### src/rtl/odd_parity_pkg.sv
// Shared state encoding, line levels and frame-length helper for the odd-parity transmitter.
package odd_parity_pkg;

    typedef enum logic [2:0] {
        IDLE   = 3'd0,
        START  = 3'd1,
        DATA   = 3'd2,
        PARITY = 3'd3,
        STOP   = 3'd4
    } state_t;

    localparam logic START_LVL = 1'b0;
    localparam logic STOP_LVL  = 1'b1;
    localparam logic IDLE_LVL  = 1'b1;

    // Clock cycles that busy stays high for one frame: start + data + parity + stop.
    function automatic int frame_cycles(input int data_w, input int clks_per_bit);
        return (data_w + 32'sd3) * clks_per_bit;
    endfunction

endpackage

### src/rtl/odd_parity_bit_timer.sv
// Bit-period timer: counts 0..CLKS_PER_BIT-1 while enabled and flags the last cycle of each bit.
module odd_parity_bit_timer
    import odd_parity_pkg::*;
#(
    parameter int CLKS_PER_BIT = 4
) (
    input  logic clk,
    input  logic rst,
    input  logic en,
    input  logic clr,
    output logic bit_done
);

    localparam int CW = (CLKS_PER_BIT > 1) ? $clog2(CLKS_PER_BIT) : 1;
    localparam logic [CW-1:0] LAST = CW'(CLKS_PER_BIT - 1);

    logic [CW-1:0] cnt_r;

    // With a single cycle per bit LAST is zero, so bit_done stays high permanently.
    assign bit_done = (cnt_r == LAST);

    // Cycle counter, held at zero whenever the link is idle or a new frame starts.
    always_ff @(posedge clk or posedge rst) begin
        if (rst) begin
            cnt_r <= '0;
        end else if (clr || !en || bit_done) begin
            cnt_r <= '0;
        end else begin
            cnt_r <= cnt_r + 1'b1;
        end
    end

endmodule

### src/rtl/odd_parity_serial_tx.sv
// Odd-parity serial transmitter: start bit, DATA_W data bits LSB-first, odd parity, stop bit.
// Define ODD_PARITY_TX_ERR_INJECT_EN to add inject_err, which corrupts the transmitted parity bit.
module odd_parity_serial_tx
    import odd_parity_pkg::*;
#(
    parameter int DATA_W       = 4,
    parameter int CLKS_PER_BIT = 4
) (
    input  logic              clk,
    input  logic              rst,
    input  logic [DATA_W-1:0] data_in,
    input  logic              valid_in,
`ifdef ODD_PARITY_TX_ERR_INJECT_EN
    input  logic              inject_err,
`endif
    output logic              ready_out,
    output logic              tx,
    output logic              busy,
    output logic              parity_out
);

    localparam int BW = (DATA_W > 1) ? $clog2(DATA_W) : 1;
    localparam logic [BW-1:0] LAST_BIT = BW'(DATA_W - 1);

    state_t            state_r;
    logic [DATA_W-1:0] shreg_r;
    logic [DATA_W-1:0] shifted_s;
    logic [BW-1:0]     bit_cnt_r;
    logic              tx_par_r;
    logic              accept_s;
    logic              inject_s;
    logic              bit_done_s;
    logic              timer_en_s;

    assign accept_s   = valid_in && ready_out;
    assign shifted_s  = shreg_r >> 1'b1;
    assign timer_en_s = (state_r != IDLE);

`ifdef ODD_PARITY_TX_ERR_INJECT_EN
    assign inject_s = inject_err;
`else
    assign inject_s = 1'b0;
`endif

    odd_parity_bit_timer #(
        .CLKS_PER_BIT(CLKS_PER_BIT)
    ) u_timer (
        .clk     (clk),
        .rst     (rst),
        .en      (timer_en_s),
        .clr     (accept_s),
        .bit_done(bit_done_s)
    );

    // Frame sequencer with registered line, handshake and parity outputs.
    always_ff @(posedge clk or posedge rst) begin
        if (rst) begin
            state_r    <= IDLE;
            shreg_r    <= '0;
            bit_cnt_r  <= '0;
            tx_par_r   <= 1'b0;
            parity_out <= 1'b0;
            tx         <= IDLE_LVL;
            busy       <= 1'b0;
            ready_out  <= 1'b1;
        end else begin
            case (state_r)
                IDLE: begin
                    if (accept_s) begin
                        shreg_r    <= data_in;
                        parity_out <= ~^data_in;
                        // parity_out stays truthful; only the bit on the wire is corrupted
                        tx_par_r   <= (~^data_in) ^ inject_s;
                        bit_cnt_r  <= '0;
                        tx         <= START_LVL;
                        busy       <= 1'b1;
                        ready_out  <= 1'b0;
                        state_r    <= START;
                    end else begin
                        tx        <= IDLE_LVL;
                        busy      <= 1'b0;
                        ready_out <= 1'b1;
                    end
                end
                START: begin
                    if (bit_done_s) begin
                        tx      <= shreg_r[0];
                        state_r <= DATA;
                    end
                end
                DATA: begin
                    if (bit_done_s) begin
                        if (bit_cnt_r == LAST_BIT) begin
                            tx      <= tx_par_r;
                            state_r <= PARITY;
                        end else begin
                            shreg_r   <= shifted_s;
                            tx        <= shifted_s[0];
                            bit_cnt_r <= bit_cnt_r + 1'b1;
                        end
                    end
                end
                PARITY: begin
                    if (bit_done_s) begin
                        tx      <= STOP_LVL;
                        state_r <= STOP;
                    end
                end
                STOP: begin
                    if (bit_done_s) begin
                        tx        <= IDLE_LVL;
                        busy      <= 1'b0;
                        ready_out <= 1'b1;
                        state_r   <= IDLE;
                    end
                end
                default: begin
                    tx        <= IDLE_LVL;
                    busy      <= 1'b0;
                    ready_out <= 1'b1;
                    state_r   <= IDLE;
                end
            endcase
        end
    end

endmodule

### config.mk
export PLATFORM = sky130hd
export DESIGN_NAME = odd_parity_serial_tx
export DESIGN_NICKNAME = d
export VERILOG_FILES = /design/src/rtl/odd_parity_pkg.sv /design/src/rtl/odd_parity_bit_timer.sv /design/src/rtl/odd_parity_serial_tx.sv
export SDC_FILE = /design/constraint.sdc
export NUM_CORES = 1
export LEC_CHECK = 0
export CORE_MARGIN = 2
export CORE_UTILIZATION = 47
export CTS_CLUSTER_DIAMETER = 50
export DETAILED_ROUTE_END_ITERATION = 7
export GPL_ROUTABILITY_DRIVEN = 1
export PLACE_DENSITY = 0.72
export SLEW_MARGIN = 20
export SYNTH_ARGS = -nofsm -noshare
export SYNTH_HDL_FRONTEND = slang
export SYNTH_SLANG_ARGS = --single-unit
### constraint.sdc
create_clock -name clk -period 1.4 [get_ports clk]
set_input_delay 0.21 -clock clk [delete_from_list [all_inputs] [get_ports clk]]
set_output_delay 0.21 -clock clk [all_outputs]
set_load 0.02 [all_outputs]
==> flow_summary.ini <==
[logic_synthesis]
yosys_register_bits = 15
synth.area.top_cells = dfrtp_1 38%, dfstp_2 6.1%, mux2_2 5.2%
netlist_instances = 75
yosysSeqAreaShare_pct = 44.0
synth-edff-count = 0
synth.top_cell.area_share_pct = 37.9
synth.distinct_cells = 36
synth_top_family_by_area = simple AND/OR/NAND/NOR gates
ys.flop_type = dfrtp_1
synth-xor-area-share_pct = 4.08
synth_compound_area_share_pct = 13.8
muxShareOfSynthArea_pct = 9.91
synth_area_um2 = 858
yosys.area_share.simple_pct = 20.3
synth_adder_area_share_pct = 2.92
avgSynthCellArea_um2 = 11.4
synthArstFlopShare_pct = 100
ys_warn_count = 0
syn_nets = 84
yosysTopAreaCell = dfrtp_1

[critical_path]
path_common_cell = o21a_1
r2r_slack_ns = -0.06
crit_family = simple AND/OR/NAND/NOR gates
cp_slowest_cell = or4b_4
crit_type = flip-flop to flip-flop
cp_num_buf_inv = 0
cp_slowest_stage_delay_ns = 0.50
worst_setup_path_end_kind = flip-flop
crit_chain = ha_4 > or4b_4 > o21a_1 > o21a_1
crit_required_ns = 1.62
startpoint_type = flip-flop
cp.arrival_ns = 1.68
path_max_fanout = 4

[cts]
postCtsHoldBufs = 0
cts_tree = yes
path_clk_slew_ns = 0.10
clockRootBuffer = clkbuf_4
cts.sinks = 15
numCtsBuffers = 3
cts_max_path_buffers = 2
clk_latency_ns = 0.28
ctsHtreeMaxLevel = 1

[floorplanning]
dieArea_mm2 = 0.00218
std_cell_rows = 15
pin_count = 11
die_w_um = 46.7
start_util_pct = 49.7
coreArea_mm2 = 0.00173
die_h_um = 46.7

[grt]
antenna_found_initial = 0
grt_pass1_wl_mm = 3.14
grt_start_max_net_pins = 16
busiest_layer = met2
grt_overflow = 0
first_global_vias = 697
gr-usage-met1_pct = 28.4
gr-usage-all-layers_pct = 20.8
use_met2_pct = 34.2
grt_util_met3_pct = 3.46

[sta]
maxSlewViolCount = 0
finalSetupTns_ns = -0.138
setup_viol = 5
worst_slack_ns = -0.0557
finalCritPeriodShare_pct = 104
tightest_slew_ns = 0.305
max_freq_mhz = 687
max_slew_margin_pct = 79.7
finalHoldViolCount = 0
rsz0062_at_grt = true
period_needed_ns = 1.46
skew_ns = 0.00373

[power]
p_int_mw = 1.47
ir_worst_vdd_v = 0.00116
p_sw_uw = 840
powerDensity_mw_per_mm2 = 1850
power_mw = 2.31
p_leak_nw = 0.555
comb_power_share_pct = 54.8
power_frac_clock_pct = 11.3
swShare_pct = 36.4
p_seq_share_pct = 33.8

[run_status]
violations = negative setup slack
status = finished with violations

[placed_design]
place_congestion = 0.802
hpwl_mm = 1.35
port-buffer-count = 10

[hold_path]
hp-class = primary input to async pin

[job]
maxCapViolCount = 0

[final_layout]
fin_nets = 121
final_common_cell = buf_4
drive_gt1_share_pct = 45.0
diodes = 0
final_cell_mix = 27 x buf_4, 12 x dfrtp_1, 6 x clkdlybuf4s50_1
syn2layout_area_growth_pct = 45.3

[route]
first_iter_violations = 22
wire_per_inst_um = 14.8
viasPerCell = 5.34
firstDrtPassIters = 4
wirelength_mm = 2.01
drc = 0
ant_nets = 0
route.vias.total = 726
[layer usage]
metal | wire length [um] | vias up
met5 | 0 | -
met4 | 11 | 0
met3 | 53 | 2
met2 | 1050 | 14
met1 | 894 | 356
li1 | - | 354
[per-stage QoR]
step	cells	cell area, um2	hold WS, ns	utilization, %	worst slack [ns]
after floorplan	75	863	0.110	-	-0.000643
after global placement	124	1110	0.428	64.1	-0.125
after global routing	136	1250	0.279	72.2	-0.107
after CTS	134	1190	0.217	69.1	-0.0500
final	136	1250	0.217	72.2	-0.0557
after detailed placement	124	1110	0.444	64.1	-0.145
[what timing repair did]
action	in CTS	in global routing
cloned	0	0
setup buffers	6	2
setup endpoints to repair	11	11
resized for setup	8	10
pin swaps	4	2
[synth_stat cells (all sizes together) (2+ instances only)]
library cell	count
a211oi	2
a2bb2oi	3
buf	3
clkbuf	2
dfrtp	13
dfstp	2
ha	2
inv	3
mux2	4
mux2i	4
nand2	5
nand2b	4
nand3b	2
nor2	2
nor3	2
nor4b	2
o21a	2
o21ai	2
xnor2	3
[layout make-up]
type	count	area, um2
flip-flops and latches	15	379
well taps	25	31.3
clock buffers	4	26.3
fillers	130	479
repair buffers	37	300
multi-input cells	52	499
inverters	3	11.3
[logic make-up (layout without fill, tap and decap cells)]
logic type               after synthesis  in the layout
XOR/XNOR                               4              4
flip-flops                            15             15
buffers and inverters                  8             44
adder cells (fa/ha/maj)                2              2
AND/OR/NAND/NOR                       23             23
multiplexers                           8              8
AO/OA/AOI/OAI                         15             15
[tightest hold or removal path: cells and delay by family]
family                 cells  cell delay (ns)
buffers and inverters      3             0.66
[final timing paths]
path                       depth (start not counted)                         end                       start
max                                                4       ready_out$_DFFE_PP1P_  u_timer.cnt_r[0]$_DFF_PP0_
max reg2reg                                        4       ready_out$_DFFE_PP1P_  u_timer.cnt_r[0]$_DFF_PP0_
min reg2reg                                        1      shreg_r[3]$_DFFE_PP0P_      shreg_r[3]$_DFFE_PP0P_
max in group asynchronous                          3              tx$_DFFE_PP1P_                         rst
min                                                3  u_timer.cnt_r[1]$_DFF_PP0_                         rst
min in group clk                                   1      shreg_r[3]$_DFFE_PP0P_      shreg_r[3]$_DFFE_PP0P_
[sequential cells by signal (all words and copies together), names as in the netlist]
| name | count |
|---|---|
| tx_par_r | 1 |
| ready_out | 1 |
| state_r | 3 |
| tx | 1 |
| shreg_r | 4 |
| busy | 1 |
| u_timer.cnt_r | 2 |
| bit_cnt_r | 2 |
[power by group through the flow]
stage | clock, mW | sequential [mW] | combinational, mW
5_1_grt | 0.284 | 0.799 | 1.35
2_1_floorplan | 0 | 0.794 | 0.607
4_1_cts | 0.263 | 0.769 | 1.16
3_3_place_gp | 0 | 0.758 | 1.04
3_5_place_dp | 0 | 0.770 | 1.07
6_report | 0.261 | 0.780 | 1.27
No activity file was read; power rests on OpenSTA's default activity.
